**src/rtl/fpu_issue_queue.sv**
```systemverilog
// Purpose: buffers FP instruction words and issues them to the FPU, holding a RAW-dependent head until its producer has written back.
// Latency: a word pushed into an empty, hazard-free queue appears on `instruction` one edge later; dependent issue is spaced PIPE_LAT edges from its producer.
// Backpressure: ins_ready drops when the queue holds DEPTH words; a stalled head blocks all younger words.
// Optional build macro FPU_ISSUE_PERF_EN enables the saturating stall_cycles counter (tied to zero otherwise).
module fpu_issue_queue #(
  parameter int          DEPTH    = 4,
  parameter int          PIPE_LAT = 5,
  parameter logic [31:0] NOP_WORD = 32'h0000_0000
) (
  input  logic        clk,
  input  logic        rst,
  input  logic        ins_valid,
  input  logic [31:0] ins_data,
  output logic        ins_ready,
  input  logic        flush,
  output logic [31:0] instruction,
  output logic        issue_valid,
  output logic        drop_pulse,
  output logic [15:0] stall_cycles
);

  localparam int PW = (DEPTH > 1) ? $clog2(DEPTH) : 1;
  localparam int CW = $clog2(DEPTH + 1);
  localparam int SB = PIPE_LAT - 1;

  // FIFO storage and bookkeeping
  logic [31:0]   mem [DEPTH];
  logic [PW-1:0] wr_ptr;
  logic [PW-1:0] rd_ptr;
  logic [CW-1:0] count;
  logic          empty;
  logic          push;

  // In-flight destination registers, position 0 is the youngest
  logic [SB-1:0] sb_vld;
  logic [4:0]    sb_rd [SB];

  // Head decode
  logic [31:0] head;
  logic [4:0]  head_rs1;
  logic [4:0]  head_rs2;
  logic [4:0]  head_rs3;
  logic [4:0]  head_rd;
  logic [4:0]  head_funct5;
  logic        is_r4;
  logic        is_opfp;
  logic        is_fp;
  logic        is_unary;
  logic        use_rs1;
  logic        use_rs2;
  logic        use_rs3;
  logic        hazard;

  // Issue decisions for this edge
  logic do_pop;
  logic do_issue;
  logic do_drop;

  assign empty     = (count == '0);
  assign ins_ready = (count != CW'(DEPTH));
  // A word offered alongside flush is dropped rather than queued.
  assign push      = ins_valid && ins_ready && !flush;

  assign head        = mem[rd_ptr];
  assign head_rd     = head[11:7];
  assign head_rs1    = head[19:15];
  assign head_rs2    = head[24:20];
  assign head_rs3    = head[31:27];
  assign head_funct5 = head[31:27];
  assign is_r4       = (head[6:4] == 3'b100);
  assign is_opfp     = (head[6:4] == 3'b101);
  assign is_fp       = is_r4 || is_opfp;

  // Single-source OP-FP forms (sqrt, class, the int/FP conversions and moves) ignore the rs2 field.
  always_comb begin
    is_unary = 1'b0;
    case (head_funct5)
      5'b01011, 5'b11100, 5'b11000, 5'b11010, 5'b11110: is_unary = 1'b1;
      default:                                          is_unary = 1'b0;
    endcase
  end

  assign use_rs1 = is_fp;
  assign use_rs2 = is_r4 || (is_opfp && !is_unary);
  assign use_rs3 = is_r4;

  // Compare every in-flight destination against each source the head really reads; f0 is not special.
  always_comb begin
    hazard = 1'b0;
    for (int i = 0; i < SB; i++) begin
      if (sb_vld[i] &&
          ((use_rs1 && (sb_rd[i] == head_rs1)) ||
           (use_rs2 && (sb_rd[i] == head_rs2)) ||
           (use_rs3 && (sb_rd[i] == head_rs3)))) begin
        hazard = 1'b1;
      end
    end
  end

  // Per-edge issue priority: flush, empty, non-FP drop, hazard stall, issue.
  always_comb begin
    do_pop   = 1'b0;
    do_issue = 1'b0;
    do_drop  = 1'b0;
    if (flush) begin
      do_pop = 1'b0;
    end else if (empty) begin
      do_pop = 1'b0;
    end else if (!is_fp) begin
      do_pop  = 1'b1;
      do_drop = 1'b1;
    end else if (hazard) begin
      do_pop = 1'b0;
    end else begin
      do_pop   = 1'b1;
      do_issue = 1'b1;
    end
  end

  // Word storage; pointers alone define validity so the array needs no reset.
  always_ff @(posedge clk) begin
    if (!rst && push) begin
      mem[wr_ptr] <= ins_data;
    end
  end

  // Pointer and occupancy update; pointers wrap naturally because DEPTH is a power of two.
  always_ff @(posedge clk) begin
    if (rst) begin
      wr_ptr <= '0;
      rd_ptr <= '0;
      count  <= '0;
    end else if (flush) begin
      wr_ptr <= '0;
      rd_ptr <= '0;
      count  <= '0;
    end else begin
      if (push) begin
        wr_ptr <= wr_ptr + PW'(1);
      end
      if (do_pop) begin
        rd_ptr <= rd_ptr + PW'(1);
      end
      case ({push, do_pop})
        2'b10:   count <= count + CW'(1);
        2'b01:   count <= count - CW'(1);
        default: count <= count;
      endcase
    end
  end

  // Scoreboard shifts every edge, including during flush, so in-flight producers keep protecting later consumers.
  always_ff @(posedge clk) begin
    if (rst) begin
      sb_vld <= '0;
      for (int i = 0; i < SB; i++) begin
        sb_rd[i] <= 5'd0;
      end
    end else begin
      sb_vld[0] <= do_issue;
      sb_rd[0]  <= head_rd;
      for (int i = 1; i < SB; i++) begin
        sb_vld[i] <= sb_vld[i-1];
        sb_rd[i]  <= sb_rd[i-1];
      end
    end
  end

  // Registered FPU-facing outputs; anything other than a real issue presents the bubble word.
  always_ff @(posedge clk) begin
    if (rst) begin
      instruction <= NOP_WORD;
      issue_valid <= 1'b0;
      drop_pulse  <= 1'b0;
    end else begin
      instruction <= do_issue ? head : NOP_WORD;
      issue_valid <= do_issue;
      drop_pulse  <= do_drop;
    end
  end

`ifdef FPU_ISSUE_PERF_EN
  logic        do_stall;
  logic [15:0] stall_q;

  assign do_stall = !flush && !empty && is_fp && hazard;

  // Saturating count of hazard-stall edges; only reset clears it.
  always_ff @(posedge clk) begin
    if (rst) begin
      stall_q <= 16'h0000;
    end else if (do_stall && (stall_q != 16'hFFFF)) begin
      stall_q <= stall_q + 16'd1;
    end
  end

  assign stall_cycles = stall_q;
`else
  assign stall_cycles = 16'h0000;
`endif

endmodule

```
**config.mk**
```make
export PLATFORM = sky130hd
export DESIGN_NAME = fpu_issue_queue
export DESIGN_NICKNAME = d
export VERILOG_FILES = /design/src/rtl/fpu_issue_queue.sv
export SDC_FILE = /design/constraint.sdc
export NUM_CORES = 1
export LEC_CHECK = 0
export CORE_ASPECT_RATIO = 1.75
export CORE_UTILIZATION = 50
export CTS_BUF_LIST = sky130_fd_sc_hd__clkbuf_4 sky130_fd_sc_hd__clkbuf_8 sky130_fd_sc_hd__clkbuf_16
export CTS_CLUSTER_DIAMETER = 60
export DETAILED_ROUTE_END_ITERATION = 16
export PLACE_DENSITY_LB_ADDON = 0.12
export SLEW_MARGIN = 0
export SYNTH_ARGS = -nofsm -noshare
export SYNTH_HDL_FRONTEND = slang
export SYNTH_SLANG_ARGS = --single-unit
export TNS_END_PERCENT = 1
```
**constraint.sdc**
```tcl
create_clock -name clk -period 3.2 [get_ports clk]
set_clock_uncertainty 0.1 [all_clocks]
set_input_delay 0.96 -clock clk [delete_from_list [all_inputs] [get_ports clk]]
set_output_delay 0.96 -clock clk [all_outputs]
set_load 0.03 [all_outputs]
```
Word-level counts from Yosys, hierarchy flattened
Memories as Yosys holds them, arrays and structs flattened. A register that Yosys moved wholly into a read port is not among the register bits.
Cells that the tools add are included.
W data, S select, Z words.
{"block": "totals", "register_bits": 45, "mem_bits_rw": 148, "in_bits": 36, "out_inout_bits": 51, "word_cells": 104, "n_memories": 2}
{"memory": "mem", "words": 4, "word_bits": 32, "rd": 1, "rd_ports_with_merged_regs": 1, "write_ports": 1, "line": "27", "text": "logic [31:0] mem [DEPTH];"}
{"memory": "sb_rd", "words": 4, "word_bits": 5, "rd": 4, "rd_ports_with_merged_regs": 0, "write_ports": 4, "line": "36", "text": "logic [4:0] sb_rd [SB];"}
{"block": "op_classes", "add_sub_neg": 4, "eq_ne": 22, "mux": 25, "bitwise_logic": 5, "n_reduce_logical": 39}
{"op": "$eq A5 B5 Y1", "n": 12}
{"op": "$eq A5 B5 Y1 const B", "n": 4}
{"op": "$logic_and A1 B1 Y1", "n": 20}
{"op": "$mux W5", "n": 4}
{"op": "$mux W1", "n": 18}
{"op": "$logic_or A1 B1 Y1", "n": 10}
{"op": "$eq A3 B3 Y1 const B", "n": 2}
{"op": "$pmux W3 S2", "n": 1}
{"op": "$eq A5 B4 Y1 const B", "n": 1}
{"op": "$reduce_or A5 Y1", "n": 1}
{"op": "$add A2 B1 Y2 const B", "n": 2}
{"op": "$mux W2", "n": 2}
{"op": "$or A1 B1 Y1", "n": 4}
{"op": "$reduce_or A2 Y1", "n": 2}
{"op": "$add A3 B1 Y3 const B", "n": 1}
{"op": "$logic_not A1 Y1", "n": 3}
{"op": "$logic_not A3 Y1", "n": 1}
{"op": "$ne A3 B3 Y1 const B", "n": 1}
{"op": "$reduce_or A3 Y1", "n": 1}
{"op": "$sub A3 B1 Y3 const B", "n": 1}
{"op": "$eq A2 B1 Y1 const B", "n": 1}
{"op": "$eq A2 B2 Y1 const B", "n": 1}
{"op": "$reduce_bool A2 Y1", "n": 1}
{"op": "$not A1 Y1", "n": 1}

Depth between registers and ports, before layout
Gate-level depths: netlist of run 1.
{"block": "logic_depth", "ltp_word": 20, "depth_mapped": 16, "mapped_depth_nobuf": 13}

Worst setup path before layout of run 1
Ideal clock, no wire load.
{"block": "synth_timing", "kind": "reg-to-reg", "start": "register (tool-made name)", "end": "register count[2]", "arrival_time_ns": 3.312, "setup_slack_ns": -0.282, "path_stages_with_launch": 17, "path_cell_list": "dfxtp_1 > buf_6 > buf_6 > buf_6 > mux4_2 > xnor2_1 > nand4_1 > nor3_1 > o31ai_1 > nand4_1 > nor2_1 > ha_1 > inv_1 > fa_1 > xor2_1 > or3_1 > a21oi_1"}
{"item": "to (signal assigned)", "line": "145", "text": "2'b10: count <= count + CW'(1);"}
{"item": "to (signal assigned)", "line": "146", "text": "2'b01: count <= count - CW'(1);"}
{"item": "to (signal assigned)", "line": "147", "text": "default: count <= count;"}
{"item": "to (decl)", "line": "30", "text": "logic [CW-1:0] count;"}

==> results of run 1 <==
cell type report:
| cell class | count | share of cell area |
|---|---|---|
| Inverter | 21 | 0.00840 |
| Clock inverter | 15 | 0.0217 |
| Timing Repair Buffer | 106 | 0.116 |
| Sequential cell | 194 | 0.551 |
| Clock buffer | 17 | 0.0454 |
| Tap cell | 183 | 0.0244 |
| Multi-Input combinational cell | 249 | 0.233 |
critical path: stages, from the launching register on:
cell and delay [ps]:
dfxtp_4 410, buf_12 150, mux4_2 530, and4bb_1 280
a211o_2 170, nor4_1 60, o31ai_1 230, nand4_1 200
nor2_1 150, ha_2 190, inv_1 50, fa_2 330
xor2_1 150, or3_1 330, a21oi_2 130
worst paths after layout:
check,cells past startpoint,end,from,slack [ps]
setup / recovery,14,count[2],register,-310
setup reg to reg,14,count[2],register,-310
hold reg to reg,1,sb_vld[3],sb_vld[2],380
hold / removal,1,sb_vld[3],sb_vld[2],380
sequential cells by signal, indices dropped and copies added, names as in the netlist, named ones only:
register / flops
rd_ptr: 2
drop_pulse: 1
sb_vld: 4
wr_ptr: 2
count: 3
instruction: 32
sb_rd: 20
mem: 128
cell families (layout without fill, tap and decap cells):
logic type	after synthesis	in the layout
other	1	17
buffers and inverters	53	159
muxes	33	33
adders and majority gates	6	6
DFF	194	194
and+or+nand+nor	116	116
xor gates and xnor gates	63	63
AOI/OAI and AO/OA	14	14
metal layers:
layer / global-route usage / routed length [microns] / share of wire / up-vias
li1: - / - / - / 1906
met1: 0.214 / 5300 / 0.37 / 2049
met2: 0.365 / 8050 / 0.56 / 110
met3: 0.0414 / 512 / 0.036 / 24
met4: 0.101 / 479 / 0.033 / 0
met5: 0 / 0 / 0 / -
through the flow:
stage                     utilization  instance area, sq um  TNS [ps]  setup slack [ps]  power (mW)
after CTS                       0.632                  9370     -2660              -341        5.20
after floorplan                     -                  7660      -301              -176        2.93
after global routing            0.632                  9380     -7370              -507        5.31
final                           0.632                  9380     -1960              -312        5.15
after global placement          0.584                  8670      -370              -248        3.02
after detailed placement        0.584                  8670      -870              -418        3.03
placed cells by master, fill, tap and decap left out, types with 7 or more instances in the layout:
| cell | Yosys | routed |
|---|---|---|
| edfxtp_1 | 128 | 128 |
| clkdlybuf4s50_1 | 0 | 70 |
| dfxtp_1 | 66 | 65 |
| xnor2_1 | 50 | 50 |
| mux4_2 | 30 | 30 |
| buf_4 | 20 | 27 |
| nor2b_1 | 25 | 25 |
| nor2_1 | 23 | 23 |
| inv_1 | 21 | 21 |
| conb_1 | 1 | 17 |
| clkbuf_16 | 0 | 17 |
| xor2_1 | 13 | 13 |
| nor2b_2 | 12 | 12 |
| nand2_1 | 11 | 11 |
| buf_12 | 0 | 8 |
| nor4_1 | 7 | 7 |
power by group through the flow:
stage               logic (mW)  registers (mW)  clock network [mW]
CTS                      0.263            2.71                2.22
global route             0.282            2.72                2.31
finish                   0.261            2.71                2.17
floorplan                0.157            2.77                   0
detailed placement       0.258            2.77                   0
global placement         0.252            2.77                   0
repair_timing:
| item | in CTS | in global routing |
|---|---|---|
| buffers inserted | 5 | 0 |
| gates cloned | 1 | 0 |
| pin swaps | 13 | 3 |
| setup endpoints to repair | 24 | 37 |
| resized for setup | 3 | 2 |
==> key figures, run 1 <==
Global route
  – Number of global-route vias before repair: 4,333
  – Global-route wire length before repair: around 22 mm
  – Initial antenna violation count: 0
  – Grt ovf: 0
  – Pin count of the biggest net entering global routing: 33
  – Aggregate global-route resource usage: 0.200

Power and ir drop
  – Peak supply drop: 362 uV
  – Clock share of power: 0.422
  – Static Leak: between 3 and 4 nW
  – Internal Power: a little under 4 mW
  – Seq pwr share: 0.527
  – Cell Pwr Density: 549 mW/mm^2
  – Comb pwr share: 0.051
  – Net load switching power: roughly 1.2 mW
  – Switching Share: 0.231

Final layout
  – Final std cells w/o fill: a little under 800
  – Area grow syn2layout: 23.7%
  – Filler Cell Count: 1,101
  – Inserted Diodes: 0
  – Area of the multi-input gates: 0.00218 sq mm
  – Layout cell share with drive strength beyond 1: 0.203
  – NumNets Final: roughly 630
  – Register area: around 0.0052 sq mm

Synth
  – XOR/XNOR share of the synthesized area: 0.0727
  – Unique masters post-synth: 38
  – Yosys top cell by area: edfxtp_1
  – Share of the synthesized area in the top cell type: 0.507
  – Async set or reset register ratio after synthesis: 0
  – Seq cells post-synth: between 150 and 200
  – Mapped Avg Cell Area: roughly 16 sq um
  – Compound-gate portion of the synthesized area: 0.0112
  – Cell area after synthesis: around 0.0076 sq mm
  – Main synth FF type: edfxtp_1
  – Top cells by area, synth: edfxtp_1 (51%), dfxtp_1 (17%), mux4_2 (8.9%), xnor2_1 (5.8%), nor2b_1 (2.1%)
  – Largest family of logic cells by synthesized area: multiplexers
  – Sequential fraction of the synthesis area: 0.681
  – Mux cell area share after synthesis: 0.0932
  – Area share of fa/ha/maj cells after synthesis: 0.0109
  – Post-Synthesis Cells: 480
  – Synth Area in Simple Gates: 0.0892
  – Number of synthesized flops with an enable pin: between 100 and 150
  – Cell with the most instances after synthesis: edfxtp_1
  – YS warnings: 0
  – List of most frequent post-synthesis cells: edfxtp_1 (128), dfxtp_1 (66), xnor2_1 (50), mux4_2 (30), nor2b_1 (25)

STA
  – Fin. max-slew vios: 0
  – Final setup fails: 31
  – Fin worst setup slack: -312 ps
  – Worst hold slack: about 380 ps
  – Post-layout min period: 3510 ps
  – RSZ-0062 raised after global routing: yes
  – Fin. Hold Viols: 0
  – FMAX: roughly 280 MHz
  – Tcrit/Tclk final: 1.10

Clock tree
  – TritonCTS Buffers: 17
  – Clock slew at reported path FFs: 80 ps
  – Sink Count: just under 200
  – H-tree levels: 4
  – CTS max path bufs: 2
  – Clk_lat worst skew: 420 ps
  – CTS tree: done
  – Clock root buffer: clkbuf_16
  – Cts hold-fix bufs: 0

Critical path
  – Startpoint types: register
  – Critical path arrival: roughly 3800 ps
  – CP Class: register to register
  – Crit Path Max Fanout: 8
  – Worst setup EP type: register
  – CP required: between 3000 and 4000 ps

Floorplanning
  – # rows: 59
  – I/O pin count: 87
  – Full die area: around 0.016 sq mm
  – Core area: 0.0148 sq mm
  – Initial core utilization: 0.511
  – Die width: between 90 and 100 microns
  – Die H: between 150 and 200 microns

Worst hold path
  – HP Class: register to register

Placement
  – GP Congestion: between 0.8 and 0.9
  – DP Wirelength: 9.54 mm
  – Dpl cells: ~750
  – Port Buffer Count: 70

Detailed routing
  – Post-DR wirelength/cell: about 18 microns
  – Via density: 5.21
  – Routed Antenna Nets: 0
  – Drt first-iter violations: between 200 and 250
  – Routed WL: ~14 mm
  – Via count: approximately 4,100
  – # DRC: 0
  – First-pass DRT Iterations: 4

Flow run
  – MaxCap Viol Count: 0

Status
  – Failing checks: setup timing
  – Status: complete, but fails checks
Note: power is estimated with default switching activity, not from simulation.
==> inputs of run 2 (changes only) <==
--- a/config.mk
+++ b/config.mk
@@ -8,3 +8,3 @@
 export CORE_ASPECT_RATIO = 1.75
-export CORE_UTILIZATION = 50
+export CORE_UTILIZATION = 56
 export CTS_BUF_LIST = sky130_fd_sc_hd__clkbuf_4 sky130_fd_sc_hd__clkbuf_8 sky130_fd_sc_hd__clkbuf_16
@@ -13,2 +13,3 @@
 export PLACE_DENSITY_LB_ADDON = 0.12
+export SETUP_SLACK_MARGIN = 0.2
 export SLEW_MARGIN = 0
==> constraint.sdc (replaced) <==
create_clock -name clk -period 3.6 [get_ports clk]
set_clock_uncertainty 0.1 [all_clocks]
set_input_delay 0.36 -clock clk [delete_from_list [all_inputs] [get_ports clk]]
set_output_delay 0.36 -clock clk [all_outputs]
set_load 0.03 [all_outputs]
==> run 2 against run 1 <==
  * The run now ends clean
  * Core utilization rose by 8.1 points
  * Non-clock buffer count fell by 4
  * Clock power fell by 16%
  * Highest routed layer unchanged
==> key figures, run 2 (synthesized netlist as in run 1, its figures left out) <==
STA
  – Tcrit/Tclk final: 0.981 (was 1.10)
  – Final setup fails: 0 (was 31)
  – Post-layout min period: 3530 ps (was 3510 ps)
  – FMAX: 283 MHz (was 285 MHz)
  – Worst-Margin Slew: between 500 and 600 ps
  – RSZ-0062 raised after global routing: yes (unchanged)
  – Fin. max-slew vios: 0 (unchanged)
  – Fin. Hold Viols: 0 (unchanged)
  – Max-slew headroom: 0.657

Global route
  – Pin count of the biggest net entering global routing: 33 (unchanged)
  – Initial antenna violation count: 0 (unchanged)
  – Grt ovf: 0 (unchanged)
  – Number of global-route vias before repair: 4,400 (was 4,333)
  – Aggregate global-route resource usage: 0.234 (was 0.200)
  – Global-route wire length before repair: 24.0 mm (was 22.5 mm)

Floorplanning
  – Core area: 0.0131 sq mm (was 0.0148 sq mm)
  – Die H: 156 microns (was 165 microns)
  – Full die area: 0.0140 sq mm (was 0.0157 sq mm)
  – Initial core utilization: 0.580 (was 0.511)
  – # rows: 55 (was 59)
  – Die width: 90.0 microns (was 95.1 microns)
  – I/O pin count: 87 (unchanged)

Final layout
  – Inserted Diodes: 0 (unchanged)
  – Layout cell share with drive strength beyond 1: 0.202 (was 0.203)
  – NumNets Final: 627 (was 631)
  – Highest-count cells in the layout ignoring fill and taps: edfxtp_1 (128), clkdlybuf4s50_1 (70), dfxtp_1 (65) (unchanged)
  – Largest register by flop count: mem (unchanged)
  – Commonest non-fill, non-tap cell in the layout: edfxtp_1 (unchanged)
  – Fin util: 0.713 (was 0.632)
  – Max reg flops: 128 (unchanged)
  – Filler Cell Count: 876 (was 1,101)
  – Area grow syn2layout: 22.9% (was 23.7%)
  – Largest registers: mem (128), instruction (32), sb_rd (20) (unchanged)

Detailed routing
  – Routed WL: 15.3 mm (was 14.3 mm)
  – Drt first-iter violations: 204 (was 214)
  – Post-DR wirelength/cell: 19.9 microns (was 18.3 microns)
  – Routed Antenna Nets: 0 (unchanged)
  – # DRC: 0 (unchanged)
  – First-pass DRT Iterations: 4 (unchanged)
  – Via density: 5.29 (was 5.21)
  – Via count: 4,070 (was 4,089)

Critical path
  – Max incr delay on CP: 560 ps (was 530 ps)
  – Worst flop-to-flop path endpoint: count[2] (unchanged)
  – CP Class: register to register (unchanged)
  – Worst r2r path cells: 15 (was 14)
  – Crit Path Max Fanout: 4 (was 8)
  – Worst path slowest cell: mux4_2 (unchanged)
  – Slack of the worst reg-to-reg path: 70 ps (was -310 ps)
  – Cell family with most CP delay: simple AND/OR/NAND/NOR gates (unchanged)
  – CP cell instances: buf_4 -> mux4_2 -> buf_6 -> xnor2_1 -> nand2_1 -> nor4_1 -> o31ai_1 -> nand4_1 -> nor2_1 -> ha_2 -> inv_1 -> fa_2 -> xor2_1 -> or3_1 -> a21oi_2 (was buf_12 -> mux4_2 -> and4bb_1 -> a211o_2 -> nor4_1 -> o31ai_1 -> nand4_1 -> nor2_1 -> ha_2 -> inv_1 -> fa_2 -> xor2_1 -> or3_1 -> a21oi_2)
  – CP required: 3870 ps (was 3460 ps)
  – Worst setup EP type: register (unchanged)
  – Startpoint types: register (unchanged)
  – WP buf/inv: 3 (was 2)
  – Critical path arrival: 3800 ps (was 3770 ps)

Clock tree
  – CTS max path bufs: 2 (unchanged)
  – Clock root buffer: clkbuf_16 (unchanged)
  – Clock slew at reported path FFs: 80 ps (about the same)
  – H-tree levels: 4 (unchanged)
  – Cts hold-fix bufs: 0 (unchanged)
  – Clk_lat worst skew: 430 ps (was 420 ps)
  – TritonCTS Buffers: 17 (unchanged)
  – CTS tree: done (unchanged)
  – Sink Count: 194 (unchanged)

Power and ir drop
  – Peak supply drop: 466 uV (was 362 uV)
  – Power Total: 4.48 mW (was 5.15 mW)
  – Cell Pwr Density: 480 mW/mm^2 (was 549 mW/mm^2)
  – Static Leak: 3.20 nW (was 3.23 nW)

Worst hold path
  – HP Class: register to register (unchanged)
  – Hold Startpoint: sb_vld[2] (unchanged)
  – Worst hold path depth: 1 (unchanged)
  – Hold endpoint: sb_vld[3] (unchanged)

Placement
  – GP Congestion: 0.822 (was 0.889)
  – Port Buffer Count: 70 (unchanged)
  – DP Wirelength: 10.1 mm (was 9.54 mm)

Status
  – Status: complete, no violations (was complete, but fails checks)

Flow run
  – MaxCap Viol Count: 0 (unchanged)
-- run 2: changes by cell type in the layout (fill, tap and decap cells not counted), sizes merged --
| cell | change |
|---|---|
| clkinvlp | +1 |
| clkinv | +2 |
| clkbuf | +1 |
| inv | -3 |
| bufinv | -1 |
| buf | -4 |
-- run 2: metal layers --
layer	wire length, microns	up-vias	track usage
li1	-	1896	-
met1	5620	2075	0.243
met2	9000	77	0.460
met3	293	22	0.0414
met4	360	0	0.0960
met5	0	-	0
-- run 2: final cells by class --
type,instances,area (sq um),share of cell area
Sequential cell,194,5170,0.554
Timing Repair Buffer,102,1030,0.111
Clock inverter,14,170,0.0183
Clock buffer,18,433,0.0464
Multi-Input combinational cell,249,2230,0.239
Inverter,21,78.8,0.00846
Tap cell,171,214,0.0229
-- run 2: power by group --
| group | switching, mW | internal [mW] | total (mW) | leakage (nW) |
|---|---|---|---|---|
| sequential | 0.0186 | 2.39 | 2.41 | 1.69 |
| clock | 0.891 | 0.942 | 1.83 | 0.285 |
| combinational | 0.124 | 0.106 | 0.230 | 1.22 |
-- run 2: per-stage QoR --
step | worst slack [ps] | cells | instance area [sq um] | hold slack [ps] | TNS (ps)
floorplan | 205 | 496 | 7660 | 332 | 0
global placement | -47.1 | 725 | 8520 | 374 | -47.1
detailed placement | -93.1 | 725 | 8520 | 363 | -147
CTS | 45.4 | 769 | 9310 | 377 | 0
global route | -100 | 769 | 9320 | 388 | -176
finish | 69.5 | 769 | 9320 | 376 | 0
-- run 2: worst register-to-register path: stages (launching register included) --
cell	delay (ps)
dfxtp_4	390
buf_4	140
mux4_2	560
buf_6	170
xnor2_1	120
nand2_1	120
nor4_1	70
o31ai_1	290
nand4_1	190
nor2_1	150
ha_2	190
inv_1	50
fa_2	330
xor2_1	150
or3_1	330
a21oi_2	130
-- run 2: how the worst max path moves through the flow --
stage,startpoint,to,slack (ps),cells past startpoint
after floorplan,register,count[2],210,15
after global placement,register,count[2],-50,13
after detailed placement,register,count[2],-90,13
after CTS,register,count[2],50,14
after global routing,register,count[2],-100,14
final,register,count[2],70,15
-- run 2: timing repair --
action | CTS | global route
gates resized for setup | 10 | 3
buffers inserted | 11 | 0
hold endpoints to repair | 0 | 0
cloned | 1 | 0
pin swaps | 13 | 1
endpoints found under the setup margin | 2 | 2
==> inputs of run 3 (changes only) <==
- CORE_MARGIN: default -> 4
- CTS_BUF_LIST: sky130_fd_sc_hd__clkbuf_4 sky130_fd_sc_hd__clkbuf_8 sky130_fd_sc_hd__clkbuf_16 -> sky130_fd_sc_hd__clkbuf_8 sky130_fd_sc_hd__clkbuf_16
- clock period: 3.6 -> 3.26 ns (I/O delays scaled with it)
==> run 3 against run 2 <==
  * The run now ends with setup timing left
  * Worst setup slack got worse by 410 ps
  * Combinational power increased by 12%
  * Final cell count increased by 1.0%
  * Routed wire length decreased by 2.5%
  * Fmax decreased by 1.8%
  * Critical path type unchanged
  * Flip-flop and latch count unchanged
  * Sequential share of layout area decreased by 0.26 points
  * Largest power group unchanged
  * Register-to-register slack got worse by 410 ps
  * Non-clock buffer count increased by 5
  * Hold slack improved by 2.6 ps
  * Sequential power increased by 11%
==> key figures, run 3 (synthesized netlist as in run 1, its figures left out) <==
STA
  – Fin. Hold Viols: 0 (unchanged)
  – RSZ-0062 raised after global routing: yes (unchanged)
  – FMAX: 278 MHz (was 283 MHz)
  – Tcrit/Tclk final: 1.10 (was 0.981)
  – Max-slew headroom: 0.664 (was 0.657)
  – Fin. max-slew vios: 0 (unchanged)
  – Worst-Margin Slew: 504 ps (was 514 ps)
  – Worst hold slack: 378 ps (was 376 ps)
  – Final setup fails: 4 (was 0)
  – Setup TNS: -602 ps (was 0 ps)
  – Fin worst setup slack: -336 ps (was 69.5 ps)
  – Post-layout min period: 3600 ps (was 3530 ps)

Final layout
  – Fin util: 0.704 (was 0.713)
  – Max reg flops: 128 (unchanged)
  – Largest registers: mem (128), instruction (32), sb_rd (20) (unchanged)
  – Commonest non-fill, non-tap cell in the layout: edfxtp_1 (unchanged)
  – Layout cell share with drive strength beyond 1: 0.206 (was 0.202)
  – Final std cells w/o fill: 777 (was 769)
  – NumNets Final: 632 (was 627)
  – Inserted Diodes: 0 (unchanged)
  – Largest register by flop count: mem (unchanged)
  – Final instance area: 0.00937 sq mm (was 0.00932 sq mm)
  – Highest-count cells in the layout ignoring fill and taps: edfxtp_1 (128), clkdlybuf4s50_1 (70), dfxtp_1 (65) (unchanged)
  – Area grow syn2layout: 23.5% (was 22.9%)

Detailed routing
  – First-pass DRT Iterations: 4 (unchanged)
  – Routed WL: 14.9 mm (was 15.3 mm)
  – Drt first-iter violations: 225 (was 204)
  – Via density: 5.25 (was 5.29)
  – Post-DR wirelength/cell: 19.2 microns (was 19.9 microns)
  – Via count: 4,079 (was 4,070)
  – # DRC: 0 (unchanged)
  – Routed Antenna Nets: 0 (unchanged)

Global route
  – Number of global-route vias before repair: 4,364 (was 4,400)
  – Grt ovf: 0 (unchanged)
  – Initial antenna violation count: 0 (unchanged)
  – Global-route wire length before repair: 23.6 mm (was 24.0 mm)
  – Pin count of the biggest net entering global routing: 33 (unchanged)
  – Aggregate global-route resource usage: 0.207 (was 0.234)

Clock tree
  – CTS tree: done (unchanged)
  – Sink Count: 194 (unchanged)
  – TritonCTS Buffers: 17 (unchanged)
  – Clk_lat worst skew: 420 ps (was 430 ps)
  – Clock slew at reported path FFs: 80 ps (about the same)
  – Cts hold-fix bufs: 0 (unchanged)
  – H-tree levels: 4 (unchanged)
  – Clock root buffer: clkbuf_16 (unchanged)
  – CTS max path bufs: 2 (unchanged)

Placement
  – Post-placement cell area: 0.00863 sq mm (was 0.00852 sq mm)
  – Dpl cells: 739 (was 725)
  – DP Wirelength: 10.3 mm (was 10.1 mm)
  – Place WS: -379 ps (was -93.1 ps)
  – GP Congestion: 0.879 (was 0.822)
  – Port Buffer Count: 70 (unchanged)

Power and ir drop
  – Switching Share: 0.233 (was 0.231)
  – Static Leak: 3.26 nW (was 3.20 nW)
  – Net load switching power: 1.16 mW (was 1.03 mW)
  – Power Total: 4.97 mW (was 4.48 mW)
  – Internal Power: 3.81 mW (was 3.44 mW)
  – Seq pwr share: 0.537 (was 0.539)
  – Cell Pwr Density: 530 mW/mm^2 (was 480 mW/mm^2)
  – Comb pwr share: 0.052 (was 0.051)
  – Peak supply drop: 453 uV (was 466 uV)
  – Clock share of power: 0.412 (was 0.409)

Floorplanning
  – # rows: 56 (was 55)
  – Full die area: 0.0155 sq mm (was 0.0140 sq mm)
  – Die H: 162 microns (was 156 microns)
  – Initial core utilization: 0.570 (was 0.580)
  – Core area: 0.0133 sq mm (was 0.0131 sq mm)
  – Die width: 96.0 microns (was 90.0 microns)
  – I/O pin count: 87 (unchanged)

Worst hold path
  – HP Class: register to register (unchanged)

Status
  – Status: complete, but fails checks (was complete, no violations)
  – Failing checks: setup timing

Critical path
  – CP Class: register to register (unchanged)
  – Critical path arrival: 3850 ps (was 3800 ps)
  – CP required: 3520 ps (was 3870 ps)
  – Startpoint types: register (unchanged)
  – Worst setup EP type: register (unchanged)
  – Crit Path Max Fanout: 7 (was 4)

Flow run
  – MaxCap Viol Count: 0 (unchanged)
## run 3: changes by cell type in the layout (fill, tap and decap cells not counted), moves of 2 or more
cell      delta
nor2b_4     +10
nor2b_2      -9
buf_4        +7
buf_6        -2
clkinv_8     -2
inv_12       +2
## run 3: what timing repair did
item,CTS,global route
cloned,0,1
resized for setup,15,1
buffers inserted,1,4
pin swaps,2,8
setup endpoints to repair,35,38
## run 3: cell type report
cell class	count	area (sq um)
Tap cell	174	218
Clock buffer	17	425
Sequential cell	194	5170
Inverter	21	78.8
Fill cell	892	3950
Multi-Input combinational cell	249	2240
Clock inverter	15	178
Timing Repair Buffer	107	1060
## run 3: power groups by stage
stage	Clock, mW	Sequential, mW	Combinational (mW)
floorplan	0	2.72	0.155
global placement	0	2.72	0.245
detailed placement	0	2.72	0.249
CTS	2.08	2.67	0.254
global route	2.21	2.67	0.275
finish	2.04	2.67	0.257
## run 3: routing by layer
| metal | GRT usage | wire length, microns | vias to the layer above |
|---|---|---|---|
| met4 | 0.0790 | 371 | 0 |
| met5 | 0 | 0 | - |
| met3 | 0.0431 | 447 | 21 |
| li1 | - | - | 1908 |
| met1 | 0.241 | 5510 | 2054 |
| met2 | 0.368 | 8560 | 96 |
## run 3: critical path, cell delays in order (launching register included)
cell	delay, ps
dfxtp_4	430
mux4_2	600
and4bb_1	310
a211o_2	190
nor3_1	70
o31ai_1	260
nand4_1	230
nor2_1	190
ha_2	200
inv_2	40
fa_2	330
xor2_1	150
or3_1	300
a21oi_1	120
## run 3: final timing paths
kind	from	end	slack [ps]	cells past startpoint
worst max-delay path	register	count[2]	-340	13
worst min-delay path	sb_vld[2]	sb_vld[3]	380	1
worst max register to register	register	count[2]	-340	13
worst min register to register	sb_vld[2]	sb_vld[3]	380	1
